==> config.mk <==
export PLATFORM = sky130hd
export DESIGN_NAME = layer_mac_scheduler_flat
export DESIGN_NICKNAME = d
export VERILOG_FILES = /design/src/rtl/layer_mac_scheduler_if.sv /design/src/rtl/layer_mac_scheduler.sv /design/src/flat_wrapper.sv
export SDC_FILE = /design/constraint.sdc
export NUM_CORES = 1
export LEC_CHECK = 0
export BUFFER_PORTS_ARGS = -buffer_cell sky130_fd_sc_hd__buf_2
export CORE_MARGIN = 10
export CORE_UTILIZATION = 35
export DETAILED_ROUTE_END_ITERATION = 7
export SLEW_MARGIN = 20
export SYNTH_ARGS = -nofsm -noshare
export SYNTH_HDL_FRONTEND = slang
export SYNTH_SLANG_ARGS = --single-unit
==> constraint.sdc <==
create_clock -name clk -period 8.6 [get_ports clk]
set_input_delay 0.43 -clock clk [delete_from_list [all_inputs] [get_ports clk]]
set_output_delay 0.43 -clock clk [all_outputs]
set_load 0.01 [all_outputs]
==> src/rtl/layer_mac_scheduler_if.sv <==
// Memory-read and result bus between the layer MAC scheduler and its memories/consumer.
// All address and data widths are fixed by the activation/weight/bias memory map.
interface layer_mac_scheduler_if;
  logic [5:0]  in_addr;
  logic [15:0] in_data;
  logic [11:0] w_addr;
  logic [15:0] w_data;
  logic [5:0]  b_addr;
  logic [15:0] b_data;
  logic        out_valid;
  logic [5:0]  out_idx;
  logic [15:0] out_data;

  modport master (
    output in_addr, w_addr, b_addr, out_valid, out_idx, out_data,
    input  in_data, w_data, b_data
  );
  modport slave (
    input  in_addr, w_addr, b_addr, out_valid, out_idx, out_data,
    output in_data, w_data, b_data
  );
endinterface

==> src/rtl/layer_mac_scheduler.sv <==
// Sequences one dense layer: per neuron, N_IN multiply-accumulates against
// 1-cycle-latency memories, bias add, ReLU, one result pulse; then a done pulse.
module layer_mac_scheduler #(
  parameter int N_IN  = 10,
  parameter int N_OUT = 16
) (
  input  logic clk,
  input  logic reset,
  input  logic start,
  output logic busy,
  output logic done,
  layer_mac_scheduler_if.master bus
);
  typedef enum logic [2:0] {IDLE, MAC, DRAIN, OUT, DONE} state_t;

  localparam logic [5:0] K_LAST = 6'(N_IN - 1);
  localparam logic [5:0] N_LAST = 6'(N_OUT - 1);

  state_t state, state_nxt;
  logic [5:0]  k, neuron;
  logic [15:0] acc, prod, acc_sum, s;
  logic [5:0]  in_addr_q, b_addr_q, out_idx_q;
  logic [11:0] w_addr_q;
  logic [15:0] out_data_q;

  // Low half of a two's-complement product does not depend on signedness.
  assign prod    = 16'($signed(bus.in_data) * $signed(bus.w_data));
  assign acc_sum = acc + prod;
  assign s       = acc_sum + bus.b_data;

  assign bus.in_addr  = in_addr_q;
  assign bus.w_addr   = w_addr_q;
  assign bus.b_addr   = b_addr_q;
  assign bus.out_idx  = out_idx_q;
  assign bus.out_data = out_data_q;

  always_ff @(posedge clk) begin
    if (reset) state <= IDLE;
    else       state <= state_nxt;
  end

  always_comb begin
    state_nxt     = state;
    busy          = (state != IDLE);
    done          = 1'b0;
    bus.out_valid = 1'b0;
    case (state)
      IDLE:  if (start) state_nxt = MAC;
      MAC:   if (k == K_LAST) state_nxt = DRAIN;
      DRAIN: state_nxt = OUT;
      OUT: begin
        bus.out_valid = 1'b1;
        state_nxt     = (neuron == N_LAST) ? DONE : MAC;
      end
      DONE: begin
        done      = 1'b1;
        state_nxt = IDLE;
      end
      default: state_nxt = IDLE;
    endcase
  end

  always_ff @(posedge clk) begin
    if (reset) begin
      k          <= '0;
      neuron     <= '0;
      acc        <= '0;
      in_addr_q  <= '0;
      w_addr_q   <= '0;
      b_addr_q   <= '0;
      out_idx_q  <= '0;
      out_data_q <= '0;
    end else begin
      case (state)
        IDLE: if (start) begin
          k         <= '0;
          neuron    <= '0;
          acc       <= '0;
          in_addr_q <= '0;
          w_addr_q  <= '0;
          b_addr_q  <= '0;
        end
        MAC: begin
          // Data on the bus belongs to the previous cycle's address.
          if (k != '0) acc <= acc_sum;
          if (k != K_LAST) begin
            k         <= k + 6'd1;
            in_addr_q <= k + 6'd1;
            w_addr_q  <= w_addr_q + 12'd1;
          end
        end
        DRAIN: begin
          // Result registered here so it appears together with out_valid in OUT.
          acc        <= acc_sum;
          out_idx_q  <= neuron;
          out_data_q <= s[15] ? 16'd0 : s;
        end
        OUT: if (neuron != N_LAST) begin
          neuron    <= neuron + 6'd1;
          k         <= '0;
          acc       <= '0;
          in_addr_q <= '0;
          w_addr_q  <= w_addr_q + 12'd1;
          b_addr_q  <= neuron + 6'd1;
        end
        default: ;
      endcase
    end
  end
endmodule

==> src/flat_wrapper.sv <==
// flat-port wrapper written by rule: the top's interface ports become plain ports
module layer_mac_scheduler_flat 
#(
  parameter int N_IN  = 10,
  parameter int N_OUT = 16
)
  (clk, reset, start, busy, done, bus_in_addr, bus_w_addr, bus_b_addr, bus_out_valid, bus_out_idx, bus_out_data, bus_in_data, bus_w_data, bus_b_data);
  layer_mac_scheduler_if bus_i ();
  input  logic clk;
  input  logic reset;
  input  logic start;
  output logic busy;
  output logic done;
  output wire logic [$bits(bus_i.in_addr)-1:0] bus_in_addr;
  output wire logic [$bits(bus_i.w_addr)-1:0] bus_w_addr;
  output wire logic [$bits(bus_i.b_addr)-1:0] bus_b_addr;
  output wire logic [$bits(bus_i.out_valid)-1:0] bus_out_valid;
  output wire logic [$bits(bus_i.out_idx)-1:0] bus_out_idx;
  output wire logic [$bits(bus_i.out_data)-1:0] bus_out_data;
  input wire logic [$bits(bus_i.in_data)-1:0] bus_in_data;
  input wire logic [$bits(bus_i.w_data)-1:0] bus_w_data;
  input wire logic [$bits(bus_i.b_data)-1:0] bus_b_data;
  assign bus_in_addr = bus_i.in_addr;
  assign bus_w_addr = bus_i.w_addr;
  assign bus_b_addr = bus_i.b_addr;
  assign bus_out_valid = bus_i.out_valid;
  assign bus_out_idx = bus_i.out_idx;
  assign bus_out_data = bus_i.out_data;
  assign bus_i.in_data = bus_in_data;
  assign bus_i.w_data = bus_w_data;
  assign bus_i.b_data = bus_b_data;
  layer_mac_scheduler #(.N_IN(N_IN), .N_OUT(N_OUT)) u_core (.clk(clk), .reset(reset), .start(start), .busy(busy), .done(done), .bus(bus_i));
endmodule
==> results.yml, run 1 <==
floorplan:
  floorplan.initialDensity_pct: 35.8
  io-pin-count: 100
  fp.dieArea_um2: 28800
  chipWidth_um: 170
  num_rows: 54
  design.core.area_um2: 21900
  chipHeight_um: 170
logic_synthesis:
  synth.top_cell.area_share_pct: 24.0
  dominantRegCellSynth: "dfxtp_1"
  netlist_top_cells_area: "fa_1, dfxtp_1, ha_1"
  synth-async-reset-ratio_pct: 0
  post_synth.cell_area_avg_um2: 8.62
  ys_warn_count: 0
  synth_cell_types: 48
  number_of_nets_in_the_synthesized_netlist: 1140
  mappedNetlistArea_um2: 7830
  synth_enable_flop_cells: 0
  seq_area_frac_synth_pct: 16.4
  netlist_instances: 909
  ys_ff_latch: 64
  yosys.area.top_type: "fa_1"
detailed_routing:
  drc: 0
  total_number_of_vias: 6094
  routedWlPerCell_um: 15.8
  post_drt_via_cell_ratio: 4.79
  routed_wl_um: 20200
  number_of_iterations_in_the_first_detailed_routing_pass: 4
  drtAntennaViolNets: 0
  drt_first_iter_violations: 313
clocking:
  cts_resized: 0
  clock-sinks: 64
  cts_hold_repair.buffers: 0
  cts_tree: "yes"
  htree_levels: 3
  path_clk_slew_ns: 0.05
  clk_latency_ns: 0.33
  cts_buffer_depth: 2
  post_cts.repair.setup_buffers: 0
  cts_made_buffers: 9
  clk_root_buffer_cell: "clkbuf_16"
hold_path:
  timing.hold.worst.class: "register to register"
  worst_hold_path.num_cells: 2
layout:
  insertedDiodeCount: 0
  finalNetCount: 1219
  mostFrequentLayoutCell: "inv_1"
  final.fill_count: 2284
  leading_cell_types_in_the_layout_fill_and_taps_excluded: "inv_1, buf_2, fa_1"
  drive_above_1_share_pct: 12.1
  area_delta_synth_final_pct: 13.3
  final_cell_count_no_fill: 1272
  design_area_um2: 8880
timing:
  min_period_ns: 6.58
  rsz0062_at_grt: "no"
  maxSlewViolCount: 0
  worst_slew_pin_slew_ns: 0.780
  final_hold_viol_count: 0
  report.final.setup_viol: 0
  totalNegativeSetupSlack_ns: 0
  headroom_to_the_max_slew_limit_pct: 48.0
  part_of_the_cycle_the_worst_path_needs_pct: 76.5
  clock.fmax_mhz: 152
  finClkSkew_ns: 0.00811
global_route:
  grt_first_pass_wirelength_um: 33700
  gr-total-overflow: 0
  grt_antenna_before_repair: 0
  grt_util_all_layers_pct: 14.3
  grt_start_max_net_pins: 40
  first_global_vias: 6443
place:
  postPlaceCellArea_um2: 8560
  dpl.hpwl_um: 16600
  numPortBuffers: 98
  gp_congestion: 0.870
  post-place-cells: 1257
worst_setup_path:
  crit_path_top_delay_cell: "fa_1"
  timing.critical_path.max_delay_family: "adder cells"
  worst_path_largest_cell_delay_ns: 0.54
  critPathMaxFanout: 15
  reg2regPathDepth: 24
  timing.critical_path.arrival_ns: 6.79
  critical_path.n_buffers_inverters: 6
  worstSetupStartpointType: "input port"
  crit_type: "input port to register"
  worst_ep_required_time_ns: 8.81
  depth_of_the_critical_timing_path_with_buffers_and_inverters_included: 26
  critical_path.endpoint_type: "register"
flow_run:
  drv_cap: 0
status:
  status: "completed"
==> cells by family (layout without fill, tap and decap cells) <==
| logic type | count (synthesis) | after routing | share of synthesized area (%) |
|---|---|---|---|
| xor+xnor | 69 | 69 | 8.35 |
| compound gates | 110 | 110 | 9.31 |
| mux | 4 | 4 | 0.527 |
| simple gates | 274 | 274 | 17.7 |
| flops | 64 | 64 | 16.4 |
| fa+ha+maj | 180 | 180 | 37.8 |
| buf+inv | 207 | 290 | 9.98 |
| other cells | 1 | 1 | 0.0479 |
==> flip-flops by register name, indices dropped and copies added (netlist names) <==
signal / flops
u_core.acc: 16
u_core.bus.out_data: 15
u_core.bus.w_addr: 12
u_core.bus.out_idx: 6
u_core.k: 6
u_core.neuron: 6
u_core.state: 3
==> per-layer routing <==
layer / vias to the layer above / share of wire (%) / track usage [%]
met5: - / 0 / 0
met4: 0 / 0.74 / 2.25
met3: 12 / 6.0 / 3.66
met2: 142 / 44 / 22.0
met1: 2940 / 49 / 20.0
li1: 3000 / - / -
==> synth_stat cells, drive strengths merged (12+ instances only) <==
master	n
a21oi	31
a22o	12
a22oi	13
and2	88
clkbuf	26
dfxtp	64
fa	94
ha	86
inv	177
nand2	84
nand2b	12
nor2	46
o21ai	18
xnor2	38
xor2	28
==> stage by stage <==
step,utilization [%],setup WS [ns],hold slack [ns]
final,40.6,2.02,0.451
after global routing,40.6,1.56,0.478
after CTS,40.6,2.03,0.454
after detailed placement,39.1,1.77,0.445
after global placement,39.1,1.82,0.442
after floorplan,-,2.20,0.449
==> area by class of cell <==
cell class | instances | area, um2 | area share (%)
multi-input combinational | 638 | 5770 | 65.0
sequential | 64 | 1280 | 14.4
inverter | 177 | 664 | 7.48
timing repair buffer | 98 | 490 | 5.52
tap | 280 | 350 | 3.95
clock buffer | 12 | 256 | 2.89
clock inverter | 3 | 65.1 | 0.733
==> worst register-to-register path: stages, from the launching register on <==
cell	delay [ns]
dfxtp_1	0.33
ha_1	0.29
fa_1	0.47
ha_1	0.31
ha_1	0.27
inv_1	0.05
fa_1	0.54
inv_1	0.04
ha_1	0.22
fa_1	0.41
a21o_1	0.20
a21oi_1	0.28
o21ai_0	0.17
a21oi_1	0.23
inv_1	0.08
or3_1	0.33
a31o_2	0.25
xor2_1	0.20
ha_1	0.30
o21ai_0	0.17
nand2b_1	0.07
o31ai_1	0.08
xor2_1	0.47
nor3_4	0.15
a22o_1	0.28
==> final timing paths <==
check                                                            to                               start  slack [ns]
worst max-delay path            u_core.bus.out_data[0]$_SDFFE_PP0P_                       bus_w_data[1]        2.02
worst min-delay path             u_core.bus.out_idx[3]$_SDFFE_PP0P_  u_core.bus.out_idx[3]$_SDFFE_PP0P_        0.45
worst max register to register  u_core.bus.out_data[0]$_SDFFE_PP0P_          u_core.acc[3]$_SDFFE_PP0P_        2.29
worst min register to register   u_core.bus.out_idx[3]$_SDFFE_PP0P_  u_core.bus.out_idx[3]$_SDFFE_PP0P_        0.45
Power of run 1 is not shown: default switching activity piles up to over one toggle a cycle in this logic, so the estimate is an artifact.
==> run 2: changes to the inputs <==
- clock period: 8.6 -> 5.87 ns (I/O delays scaled with it)
==> run 2 against run 1 <==
Net effect:
- the flow now finishes with violations (negative setup slack)
- clock skew down 0.0017 ns
- die area unchanged
- routed wire length increased by 4.1%
==> results.yml, run 2 (synthesis results as in run 1) <==
timing:
  worst_slew_pin_slew_ns: 0.860
  finClkSkew_ns: 0.00639
  min_period_ns: 6.07
  clock.fmax_mhz: 165
  rsz0062_at_grt: "yes"
  postLayoutSetupSlackWorst_ns: -0.196
  report.final.setup_viol: 15
  maxSlewViolCount: 0
  headroom_to_the_max_slew_limit_pct: 42.6
  final_hold_viol_count: 0
  part_of_the_cycle_the_worst_path_needs_pct: 103
place:
  numPortBuffers: 98
  dpl.hpwl_um: 17600
  postPlaceCellArea_um2: 9330
  gp_congestion: 0.859
  preCtsSetupSlack_ns: -0.618
  post-place-cells: 1351
layout:
  finalNetCount: 1321
  mostFrequentLayoutCell: "inv_1"
  design_area_um2: 9900
  leading_cell_types_in_the_layout_fill_and_taps_excluded: "inv_1, buf_4, fa_1"
  regMostFlops: "u_core.acc"
  final.fill_count: 2155
  final_cell_count_no_fill: 1376
  drive_above_1_share_pct: 23.7
  area_delta_synth_final_pct: 26.4
  utilization_pct: 45.2
  largest_register_ff_count: 16
clocking:
  clk_root_buffer_cell: "clkbuf_16"
  cts_tree: "yes"
  path_clk_slew_ns: 0.05
  cts_made_buffers: 9
  clock-sinks: 64
  htree_levels: 3
  clk_latency_ns: 0.33
  cts_hold_repair.buffers: 0
  cts_buffer_depth: 2
floorplan:
  fp.dieArea_um2: 28800
  design.core.area_um2: 21900
  floorplan.initialDensity_pct: 35.8
  io-pin-count: 100
  chipWidth_um: 170
  num_rows: 54
  chipHeight_um: 170
hold_path:
  timing.hold.worst.class: "input port to register"
detailed_routing:
  number_of_iterations_in_the_first_detailed_routing_pass: 7
  routedWlPerCell_um: 15.3
  post_drt_via_cell_ratio: 4.63
  total_number_of_vias: 6368
  drt_first_iter_violations: 262
  drtAntennaViolNets: 0
  drc: 0
  routed_wl_um: 21000
status:
  status: "finished with violations"
  failed_checks: "negative setup slack"
worst_setup_path:
  worst_path_largest_cell_delay_ns: 0.58
  crit_path_top_delay_cell: "fa_1"
  critical_path.n_buffers_inverters: 7
  critPathMaxFanout: 9
  timing.critical_path.max_delay_family: "adder cells"
  timing.critical_path.arrival_ns: 6.29
  critical_path.endpoint_type: "register"
  worstSetupStartpointType: "input port"
  cpMostUsedCell: "fa_1"
  worst_ep_required_time_ns: 6.09
  crit_type: "input port to register"
global_route:
  gr-total-overflow: 0
  first_global_vias: 6784
  grt_first_pass_wirelength_um: 34900
  grt_antenna_before_repair: 1
  grt_start_max_net_pins: 40
  grt_util_all_layers_pct: 14.8
flow_run:
  drv_cap: 0
## run 2: changes by cell type in the layout (fill, tap and decap cells not counted), sizes merged
cell	change
buf	+100
inv	+1
clkinv	+1
bufinv	-1
diode	+1
clkinvlp	+2
## run 2: layout make-up
cell class                 count  area (um2)  share of cell area, %
multi-input combinational    638        5950                   60.1
timing repair buffer         200        1350                   13.6
sequential                    64        1280                   12.9
inverter                     177         664                   6.71
tap                          280         350                   3.54
clock buffer                  10         239                   2.41
clock inverter                 6        67.6                  0.682
antenna                        1        2.50                 0.0253
## run 2: tightest hold or removal path: cells and delay by family
| kind | cells | cell delay [ns] |
|---|---|---|
| buffers and inverters | 1 | 0.08 |
| adders and majority gates | 1 | 0.12 |
| AOI/OAI and AO/OA | 1 | 0.13 |
## run 2: path summary, 6_finish.rpt
kind,to,cells after the start,slack [ns],start
max,u_core.bus.out_data[2]$_SDFFE_PP0P_,27,-0.20,bus_w_data[6]
min,u_core.bus.out_data[0]$_SDFFE_PP0P_,3,0.32,bus_b_data[0]
max reg2reg,u_core.bus.out_data[2]$_SDFFE_PP0P_,25,0,u_core.acc[3]$_SDFFE_PP0P_
min reg2reg,u_core.bus.out_idx[0]$_SDFFE_PP0P_,2,0.45,u_core.bus.out_idx[0]$_SDFFE_PP0P_
## run 2: metal layers
metal	global-route usage (%)	up-vias	routed length [um]
li1	-	3196	-
met1	20.9	3024	10500
met2	22.8	131	9200
met3	3.17	17	1050
met4	2.48	0	214
met5	0	-	0
## run 2: through the flow
step | TNS [ns] | hold slack, ns
finish | -2.34 | 0.323
global route | -6.59 | 0.343
CTS | -2.04 | 0.320
detailed placement | -8.47 | 0.444
global placement | -7.91 | 0.441
floorplan | -1.76 | 0.449
## run 2: timing repair
item / in CTS / in global routing
cloned: 0 / 1
hold endpoints to repair: 0 / 0
setup buffers: 5 / 5
gates resized for setup: 14 / 40
pin swaps: 11 / 34
endpoints found under the setup margin: 15 / 15
Power of run 2 is left out for the same reason.
==> run 3: changes to the inputs <==
--- a/config.mk
+++ b/config.mk
@@ -8,5 +8,5 @@
 export BUFFER_PORTS_ARGS = -buffer_cell sky130_fd_sc_hd__buf_2
-export CORE_MARGIN = 10
 export CORE_UTILIZATION = 35
 export DETAILED_ROUTE_END_ITERATION = 7
+export SETUP_SLACK_MARGIN = 0.3
 export SLEW_MARGIN = 20
==> constraint.sdc (replaced) <==
create_clock -name clk -period 5.87 [get_ports clk]
set_input_delay 1.4675 -clock clk [delete_from_list [all_inputs] [get_ports clk]]
set_output_delay 1.4675 -clock clk [all_outputs]
set_load 0.01 [all_outputs]
==> run 3 against run 2 <==
Net effect:
- the flow still finishes with violations (negative setup slack)
- setup slack got worse by 1.1 ns
- highest routed layer unchanged
- maximum frequency decreased by 15%
- clock-buffer cell count increased by 1
- via count increased by 2.6%
- worst hold slack improved by 0.13 ns
- largest cell class unchanged
- critical endpoint is now u_core.bus.out_data[5]$_SDFFE_PP0P_
- clock skew decreased by 0.00097 ns
- sequential share of layout area decreased by 0.59 points
- register-to-register slack improved by 0.04 ns
==> results.yml, run 3 (synthesis results as in run 1) <==
worst_setup_path:
  timing.critical_path.arrival_ns: 7.37
  worst_ep_required_time_ns: 6.12
  crit_path_top_delay_cell: "fa_1"
  crit_type: "input port to register"
  critical_path.n_buffers_inverters: 8
  critPathMaxFanout: 7
  critical_path.endpoint_type: "register"
  timing.critical_path.max_delay_family: "adder cells"
  worst_path_largest_cell_delay_ns: 0.56
  cpMostUsedCell: "fa_1"
  worstSetupStartpointType: "input port"
floorplan:
  design.core.area_um2: 21900
  chipWidth_um: 152
  fp.dieArea_um2: 23000
  floorplan.initialDensity_pct: 35.8
  io-pin-count: 100
  chipHeight_um: 152
  num_rows: 54
global_route:
  grt_first_pass_wirelength_um: 33600
  gr-total-overflow: 0
  grt_antenna_before_repair: 0
  grt_util_all_layers_pct: 18.8
  first_global_vias: 6773
  grt_start_max_net_pins: 40
detailed_routing:
  routedWlPerCell_um: 14.7
  drtAntennaViolNets: 0
  drc: 0
  post_drt_via_cell_ratio: 4.66
  routed_wl_um: 20700
  total_number_of_vias: 6535
  number_of_iterations_in_the_first_detailed_routing_pass: 4
  drt_first_iter_violations: 238
clocking:
  clk_latency_ns: 0.33
  cts_made_buffers: 9
  cts_hold_repair.buffers: 0
  htree_levels: 3
  clk_root_buffer_cell: "clkbuf_16"
  cts_buffer_depth: 2
  cts_tree: "yes"
  clock-sinks: 64
  path_clk_slew_ns: 0.06
timing:
  rsz0062_at_grt: "yes"
  finClkSkew_ns: 0.00542
  report.final.setup_viol: 18
  min_period_ns: 7.12
  final_hold_viol_count: 0
  whs_ns: 0.451
  totalNegativeSetupSlack_ns: -19.00
  headroom_to_the_max_slew_limit_pct: 45.7
  postLayoutSetupSlackWorst_ns: -1.25
  maxSlewViolCount: 0
  clock.fmax_mhz: 141
  worst_slew_pin_slew_ns: 0.815
  part_of_the_cycle_the_worst_path_needs_pct: 121
layout:
  finalNetCount: 1346
  area_delta_synth_final_pct: 32.5
  largest_register_ff_count: 16
  regMostFlops: "u_core.acc"
  mostFrequentLayoutCell: "inv_1"
  leading_cell_types_in_the_layout_fill_and_taps_excluded: "inv_1, buf_4, fa_1"
  utilization_pct: 47.4
  final_cell_count_no_fill: 1401
  drive_above_1_share_pct: 28.9
status:
  status: "finished with violations"
  failed_checks: "negative setup slack"
flow_run:
  drv_cap: 0
hold_path:
  timing.hold.worst.class: "register to register"
place:
  dpl.hpwl_um: 16700
  post-place-cells: 1370
  gp_congestion: 0.878
  numPortBuffers: 98
run 3: cell count changes in the layout (fill, tap and decap cells not counted), moves of 7 or more:
cell	previous run	this run
buf_6	5	15
inv_2	4	11
ha_1	80	70
buf_4	101	121
inv_1	173	166
buf_2	89	82
run 3: final cells by class:
| class | instances | area, um2 |
|---|---|---|
| timing repair buffer | 225 | 1600 |
| inverter | 177 | 664 |
| tap | 280 | 350 |
| multi-input combinational | 638 | 6150 |
| antenna | 1 | 2.50 |
| fill | 2159 | 11500 |
| clock inverter | 5 | 80.1 |
| clock buffer | 11 | 243 |
| sequential | 64 | 1280 |
run 3: what timing repair did:
action | 4_1_cts | 5_1_grt
setup endpoints to repair | 22 | 23
resized for setup | 68 | 40
endpoints found under the hold margin | 0 | 0
pin swaps | 38 | 30
cloned | 1 | 0
setup buffers | 7 | 6
run 3: layer usage:
metal / vias to the layer above / share of wire, % / global-route usage, %
met2: 142 / 46 / 30.2
met3: 17 / 4.2 / 2.25
met5: - / 0 / 0
met1: 3125 / 49 / 26.9
met4: 0 / 0.95 / 4.01
li1: 3251 / - / -
run 3: worst min-delay path, stage by stage, from the launching register on:
cell,delay (ns)
dfxtp_1,0.30
nand2_1,0.05
a21oi_1,0.05
run 3: metrics by stage:
step | worst slack [ns] | area (um2)
3_5_place_dp | -1.79 | 9510
6_report | -1.25 | 10400
4_1_cts | -1.29 | 10200
2_1_floorplan | -1.39 | 7920
5_1_grt | -1.44 | 10400
3_3_place_gp | -1.75 | 9510
run 3: worst paths after layout:
kind	from	to	slack (ns)	cells after the start
max	bus_w_data[1]	u_core.bus.out_data[5]$_SDFFE_PP0P_	-1.25	28
min	u_core.bus.out_idx[5]$_SDFFE_PP0P_	u_core.bus.out_idx[5]$_SDFFE_PP0P_	0.45	2
max reg2reg	u_core.acc[3]$_SDFFE_PP0P_	u_core.bus.out_data[5]$_SDFFE_PP0P_	0.04	26
min reg2reg	u_core.bus.out_idx[5]$_SDFFE_PP0P_	u_core.bus.out_idx[5]$_SDFFE_PP0P_	0.45	2
Power of run 3 is left out for the same reason.
